`config.mk`:
```
export PLATFORM = sky130hd
export DESIGN_NAME = hs_unit_rr_arb_reg
export DESIGN_NICKNAME = d
export VERILOG_FILES = /design/src/rtl/hs_unit_rr_arb_reg.sv
export SDC_FILE = /design/constraint.sdc
export NUM_CORES = 1
export LEC_CHECK = 0
export ABC_AREA = 1
export CAP_MARGIN = 10
export CORE_MARGIN = 4
export CORE_UTILIZATION = 45
export DETAILED_ROUTE_END_ITERATION = 16
export GPL_TIMING_DRIVEN = 0
export PLACE_DENSITY = 0.72
export SLEW_MARGIN = 20
export SYNTH_ARGS = -nofsm -noshare
export SYNTH_HDL_FRONTEND = slang
export SYNTH_SLANG_ARGS = --single-unit
```
`constraint.sdc`:
```
create_clock -name clk -period 2.6 [get_ports clk]
set_clock_uncertainty 0.1 [all_clocks]
set_input_delay 0.26 -clock clk [delete_from_list [all_inputs] [get_ports clk]]
set_output_delay 0.26 -clock clk [all_outputs]
set_load 0.02 [all_outputs]
```
`src/rtl/hs_unit_rr_arb_reg.sv`:
```
// Round-robin arbiter sharing one registered valid/ready output stage between
// NUM_REQ requesters; every beat is tagged with the index of its source.
module hs_unit_rr_arb_reg #(
    parameter int NUM_REQ = 4,
    parameter type DATA_TYPE = logic,
    parameter DATA_TYPE RESET_VALUE = DATA_TYPE'(1'b0),
    localparam int SRC_W = (NUM_REQ > 1) ? $clog2(NUM_REQ) : 1
) (
    input  logic               clk,
    input  logic               aresetn,
    input  logic [NUM_REQ-1:0] s_valid,
    input  DATA_TYPE           s_data [NUM_REQ],
    output logic [NUM_REQ-1:0] s_ready,
    output logic               m_valid,
    output DATA_TYPE           m_data,
    output logic [SRC_W-1:0]   m_src,
    input  logic               m_ready
);

    localparam logic [SRC_W:0]   NREQ = (SRC_W+1)'(NUM_REQ);
    localparam logic [SRC_W-1:0] LAST = SRC_W'(NUM_REQ - 1);

    logic [SRC_W-1:0]   ptr;
    logic [NUM_REQ-1:0] grant;
    logic [SRC_W-1:0]   gidx;
    logic               found;
    logic [SRC_W:0]     sum;
    logic [SRC_W-1:0]   idx;
    logic               load;
    logic               xfer;

    assign load = !m_valid || m_ready;
    assign xfer = load && found;

    // Scan ptr, ptr+1, ... modulo NUM_REQ; the first valid requester wins.
    always_comb begin
        grant = '0;
        gidx  = '0;
        found = 1'b0;
        sum   = '0;
        idx   = '0;
        for (int k = 0; k < NUM_REQ; k++) begin
            sum = {1'b0, ptr} + (SRC_W+1)'(k);
            if (sum >= NREQ) begin
                sum = sum - NREQ;
            end
            idx = sum[SRC_W-1:0];
            if (!found && s_valid[idx]) begin
                found       = 1'b1;
                grant[idx]  = 1'b1;
                gidx        = idx;
            end
        end
    end

    // Ready is forced low while reset is held so nothing is accepted then.
    assign s_ready = grant & {NUM_REQ{load && aresetn}};

    // Output stage: load a new beat, empty out, or hold under backpressure.
    always_ff @(posedge clk or negedge aresetn) begin
        if (!aresetn) begin
            m_valid <= 1'b0;
            m_data  <= RESET_VALUE;
            m_src   <= '0;
            ptr     <= '0;
        end else if (xfer) begin
            m_valid <= 1'b1;
            m_data  <= s_data[gidx];
            m_src   <= gidx;
            ptr     <= (gidx == LAST) ? '0 : gidx + 1'b1;
        end else if (load) begin
            m_valid <= 1'b0;
        end
    end

endmodule

```
==> metrics.yaml, run 1 <==
grt:
  grt_antenna_before_repair: 0
  grt_max_degree: 13
  first_global_vias: 828
  global_route_usage_over_all_layers_pct: 16.7
  grt_first_pass_wirelength_um: 3550
  gr-total-overflow: 0
setup_path:
  critPathCaptureType: "output port"
  cp.required_ns: 2.24
  timing.critical_path.from_type: "flip-flop"
  critPathKind: "reg -> out"
  crit_arrival_ns: 2.07
  worstPathMaxFanout: 12
  r2r_setup_slack_ns: 0.49
synth:
  yosys-top-cells-area: "nand2_1, dfrtp_1, ha_1, inv_1, nand3_1"
  synth.yosys.seq_area_share_pct: 17.0
  synth_fp_nets: 152
  yosysUniqueCellTypes: 25
  postSynthAreaPerCell_um2: 6.60
  post-synth-top-area-fraction_pct: 17.4
  netlist_instances: 134
  synth_seq_cells: 6
  mappedNetlistArea_um2: 885
  yosysWarningCount: 0
  synth_largest_area_cell: "nand2_1"
sta:
  fmaxAchievable_ghz: 0.412
  final.period_utilization_pct: 93.4
  finalCriticalPeriod_ns: 2.43
  hold_violations: 0
  report.final.slew_viol_count: 0
  rsz0062_at_grt: "no"
  timing.setup.tns_ns: 0
  worst-slew-pin-transition_ns: 0.577
  slew-limit-headroom_pct: 61.2
  setup-violations-final: 0
run:
  cap_viol_max_count: 0
place:
  replace_congestion: 0.834
  dp.cells: 177
  buffer_ports.inserted: 18
  hpwlAfterDp_um: 1700
  place_area_um2: 1100
hold_path:
  worst_hold_path_type: "in -> async"
drt:
  wl_per_cell_um: 11.5
  wl_um: 2120
  total_via_count_in_the_routed_design: 903
  ant_nets: 0
  dr.pass1.iters: 4
  initialDrtViolationCount: 31
  viasPerCell: 4.91
  drc: 0
floorplan:
  floorplan.initialDensity_pct: 49.1
  design.die.area_um2: 2740
  die_height_um: 52.3
  die_w_um: 52.3
  num_io_pins: 19
  coreArea_um2: 1800
  std_cell_rows: 15
finish:
  multi_input_comb_area_um2: 643
  layout_cells_sized_above_1_pct: 29.6
  finalNonFillerCells: 184
  layout.cell_area.non_filler_um2: 1160
  antenna-diode-count: 0
  regArea_um2: 151
  layout.nets: 179
  area_growth_syn_to_layout_pct: 31.5
  final_util_pct: 64.6
  final.fill_count: 178
clock_network:
  htree_num_levels: 1
  clockRootBuffer: "clkbuf_4"
  clk-insertion-delay-late_ns: 0.25
  cts.clk_slew.worst_paths_ns: 0.05
  cts_tree: "done"
  cts_buffers: 3
  ctsLongestPathBuffers: 2
  hold_buffers: 0
  clock-sinks: 6
status:
  outcome: "complete, no violations"
==> path summary, 6_finish.rpt <==
check	from	end	depth (start not counted)
hold reg to reg	m_data$_DFFE_PN0P_	m_data$_DFFE_PN0P_	2
setup reg to reg	ptr[0]$_DFFE_PN0P_	ptr[1]$_DFFE_PN0P_	15
min in group clk	m_data$_DFFE_PN0P_	m_data$_DFFE_PN0P_	2
max in group asynchronous	aresetn	ptr[1]$_DFFE_PN0P_	1
setup / recovery	ptr[0]$_DFFE_PN0P_	s_ready[2]	14
hold / removal	aresetn	m_valid$_DFFE_PN0P_	1
==> repair_timing <==
item | 4_1_cts | 5_1_grt
pin swaps | 1 | 1
endpoints found under the hold margin | 0 | 0
buffers inserted | 1 | 3
setup endpoints to repair | 4 | 4
gates resized for setup | 15 | 11
cloned | 0 | 0
==> cell usage in the layout (no fill, tap or decap), drive strengths merged <==
master and n:
a21boi 2, nand4 4, nand3 18, a21oi 3, a31oi 1, dfrtp 6, ha 7, o2111ai 1
o22ai 2, inv 27, clkdlybuf4s50 14, o21ai 5, nor2 2, buf 9, nand2 54, o21a 1
clkbuf 3
==> cell usage after synthesis, drive strengths merged <==
master,instances
a21boi,2
ha,7
a31oi,1
dfrtp,6
inv,27
a21oi,3
buf,1
o22ai,2
nand3,18
nand4,4
o2111ai,1
o21ai,5
nand2,54
nor2,2
o21a,1
==> layout make-up <==
type	count	share of cell area, %
Clock buffer	3	1.94
Tap cell	25	2.69
Buffer	1	0.968
Inverter	27	9.78
Multi-Input combinational cell	100	55.3
Sequential cell	6	13.0
Timing Repair Buffer	22	16.3
==> flip-flops by register name, summed over array words and instances, names as in the netlist <==
| register | flops |
|---|---|
| m_valid | 1 |
| ptr | 2 |
| m_data | 1 |
| m_src | 2 |
==> layer usage <==
layer,vias to the layer above,share of wire (%),global-route usage [%]
li1,479,-,-
met1,409,47,22.5
met2,11,51,27.9
met3,4,1.5,1.71
met4,0,0.52,5.11
met5,-,0,0
==> worst max-delay path, cell delays in order (launching register included) <==
cell     delay (ns)
dfrtp_1        0.39
buf_6          0.15
inv_8          0.10
ha_4           0.23
inv_2          0.07
nand3_1        0.08
nand2_2        0.13
nor2_4         0.05
nand2_1        0.05
o21ai_0        0.07
a31oi_1        0.16
o21ai_1        0.09
nand2_1        0.06
inv_1          0.04
buf_2          0.15
==> metrics by stage <==
stage          setup WS, ns  hold WS (ns)
2_1_floorplan         0.435        -0.136
3_3_place_gp         -0.248         0.365
3_5_place_dp         -0.327         0.371
4_1_cts            0.000431         0.163
5_1_grt             0.00824         0.174
6_report              0.173         0.171
==> kinds of logic after synthesis <==
kind of cell / synth area share [%]
compound gates: 11.0
buf+inv: 13.9
flops: 17.0
simple gates: 48.2
fa+ha+maj: 9.90
Power of run 1 is left out: the tool's default activity adds up to more than one toggle a clock period on the data nets, which glitch-free logic cannot reach.
==> inputs of run 2 (changes only) <==
==> constraint.sdc (replaced) <==
create_clock -name clk -period 2.5 [get_ports clk]
set_clock_uncertainty 0.1 [all_clocks]
set_input_delay 0.25 -clock clk [delete_from_list [all_inputs] [get_ports clk]]
set_output_delay 0.25 -clock clk [all_outputs]
set_load 0.02 [all_outputs]
==> run 2 against run 1 <==
Global-route usage is 0.41 points higher. Cell area is 8.3% higher. Final cell count is 5.4% higher. Worst hold slack worse by 0.0035 ns. Sequential cell count stayed put. Core utilization is 5.3 points higher. Worst setup slack worse by 0.11 ns. First-iteration DRC count is 13% lower. Via count is 5.3% higher. Count of clock-buffer cells in the layout stayed put. Critical path type unchanged.
==> metrics.yaml, run 2 (synthesis results as in run 1) <==
floorplan:
  design.die.area_um2: 2740
  coreArea_um2: 1800
  die_w_um: 52.3
  num_io_pins: 19
  floorplan.initialDensity_pct: 49.1
  std_cell_rows: 15
  die_height_um: 52.3
setup_path:
  timing.critical_path.from_type: "flip-flop"
  cpMaxStageDelayCell: "dfrtp_1"
  worstPathMaxFanout: 7
  critical_path.max_stage_delay_ns: 0.37
  cp.required_ns: 2.15
  crit_path_cell_trace: "buf_6 -> clkinv_8 -> ha_4 -> inv_4 -> nand3_1 -> nand2_2 -> nor2_4 -> nand2_1 -> o21ai_0 -> a31oi_1 -> o21ai_1 -> nand2_1 -> inv_1 -> buf_6"
  crit_arrival_ns: 2.09
  critPathKind: "reg -> out"
  critPathCaptureType: "output port"
grt:
  first_global_vias: 844
  global_route_usage_over_all_layers_pct: 17.2
  gr-total-overflow: 0
  grt_first_pass_wirelength_um: 3640
  grt_antenna_before_repair: 0
  grt_max_degree: 13
status:
  outcome: "complete, no violations"
drt:
  viasPerCell: 4.90
  ant_nets: 0
  wl_per_cell_um: 12.4
  initialDrtViolationCount: 27
  drc: 0
  dr.pass1.iters: 4
  total_via_count_in_the_routed_design: 951
  wl_um: 2400
sta:
  finalCriticalPeriod_ns: 2.44
  slew-limit-headroom_pct: 60.8
  final.period_utilization_pct: 97.5
  hold_violations: 0
  worst-slew-pin-transition_ns: 0.582
  setup-violations-final: 0
  fmaxAchievable_ghz: 0.410
  report.final.slew_viol_count: 0
clock_network:
  clk-insertion-delay-late_ns: 0.24
  clock-sinks: 6
  cts_tree: "done"
  htree_num_levels: 1
  ctsLongestPathBuffers: 2
  hold_buffers: 0
  clockRootBuffer: "clkbuf_4"
  cts_buffers: 3
  cts.clk_slew.worst_paths_ns: 0.04
finish:
  final_common_cell: "nand2_1"
  antenna-diode-count: 0
  most-common-layout-cells: "nand2_1, inv_1, buf_4"
  final_util_pct: 69.9
  reg_top3: "m_src x2, ptr x2"
  area_growth_syn_to_layout_pct: 42.4
  layout_cells_sized_above_1_pct: 34.3
  layout.nets: 189
place:
  hpwlAfterDp_um: 1700
  buffer_ports.inserted: 18
  replace_congestion: 0.834
hold_path:
  worst_hold_path_type: "in -> async"
run:
  cap_viol_max_count: 0
-- run 2: changes by cell type in the layout (fill, tap and decap cells not counted) --
cell      previous run  this run
inv_1               19        18
buf_2                4         1
buf_4                4        16
buf_6                1         2
inv_6                0         1
inv_8                1         0
clkinv_8             0         1
-- run 2: timing repair --
item                                    CTS  global route
endpoints found under the setup margin    4             4
resized for setup                        21            13
buffers inserted                          4            10
cloned                                    0             0
pin swaps                                 1             3
hold endpoints to repair                  0             0
-- run 2: layout make-up --
| cell class | count | area [um2] |
|---|---|---|
| Buffer | 1 | 11.3 |
| Clock buffer | 3 | 22.5 |
| Fill cell | 166 | 542 |
| Inverter | 27 | 124 |
| Multi-Input combinational cell | 100 | 643 |
| Sequential cell | 6 | 151 |
| Tap cell | 25 | 31.3 |
| Timing Repair Buffer | 32 | 277 |
-- run 2: final timing paths --
| check | startpoint | end | slack (ns) | cells after the start |
|---|---|---|---|---|
| hold / removal | aresetn | m_valid$_DFFE_PN0P_ | 0.17 | 1 |
| min in group clk | m_data$_DFFE_PN0P_ | m_data$_DFFE_PN0P_ | 0.38 | 2 |
| setup reg to reg | ptr[0]$_DFFE_PN0P_ | ptr[1]$_DFFE_PN0P_ | 0.30 | 15 |
| hold reg to reg | m_data$_DFFE_PN0P_ | m_data$_DFFE_PN0P_ | 0.38 | 2 |
| setup / recovery | ptr[0]$_DFFE_PN0P_ | s_ready[2] | 0.06 | 14 |
| max in group asynchronous | aresetn | ptr[1]$_DFFE_PN0P_ | 1.87 | 1 |
-- run 2: critical path, delay by kind of cell (launching register included) --
family	cells	cell delay (ns)
flip-flops	1	0.37
AO/OA/AOI/OAI	3	0.23
buffers and inverters	5	0.46
AND/OR/NAND/NOR	5	0.46
adder cells (fa/ha/maj)	1	0.30
-- run 2: metrics by stage --
stage / instances / hold WS (ns) / TNS (ns) / cell area, um2 / setup slack [ns]
6_report: 194 / 0.167 / 0 / 1260 / 0.0620
5_1_grt: 194 / 0.164 / -0.137 / 1260 / -0.0479
3_5_place_dp: 177 / 0.371 / -1.40 / 1100 / -0.417
2_1_floorplan: 134 / -0.146 / 0 / 885 / 0.345
4_1_cts: 184 / 0.153 / 0 / 1160 / 0.0144
3_3_place_gp: 177 / 0.365 / -1.14 / 1100 / -0.338
-- run 2: metal layers --
layer  up-vias  global-route usage [%]  wire [um]
li1        497                       -          -
met1       435                    23.2       1060
met2        17                    28.5       1280
met3         2                    1.71         47
met4         0                    5.11          6
met5         -                       0          0
Power of run 2 is left out for the same reason.
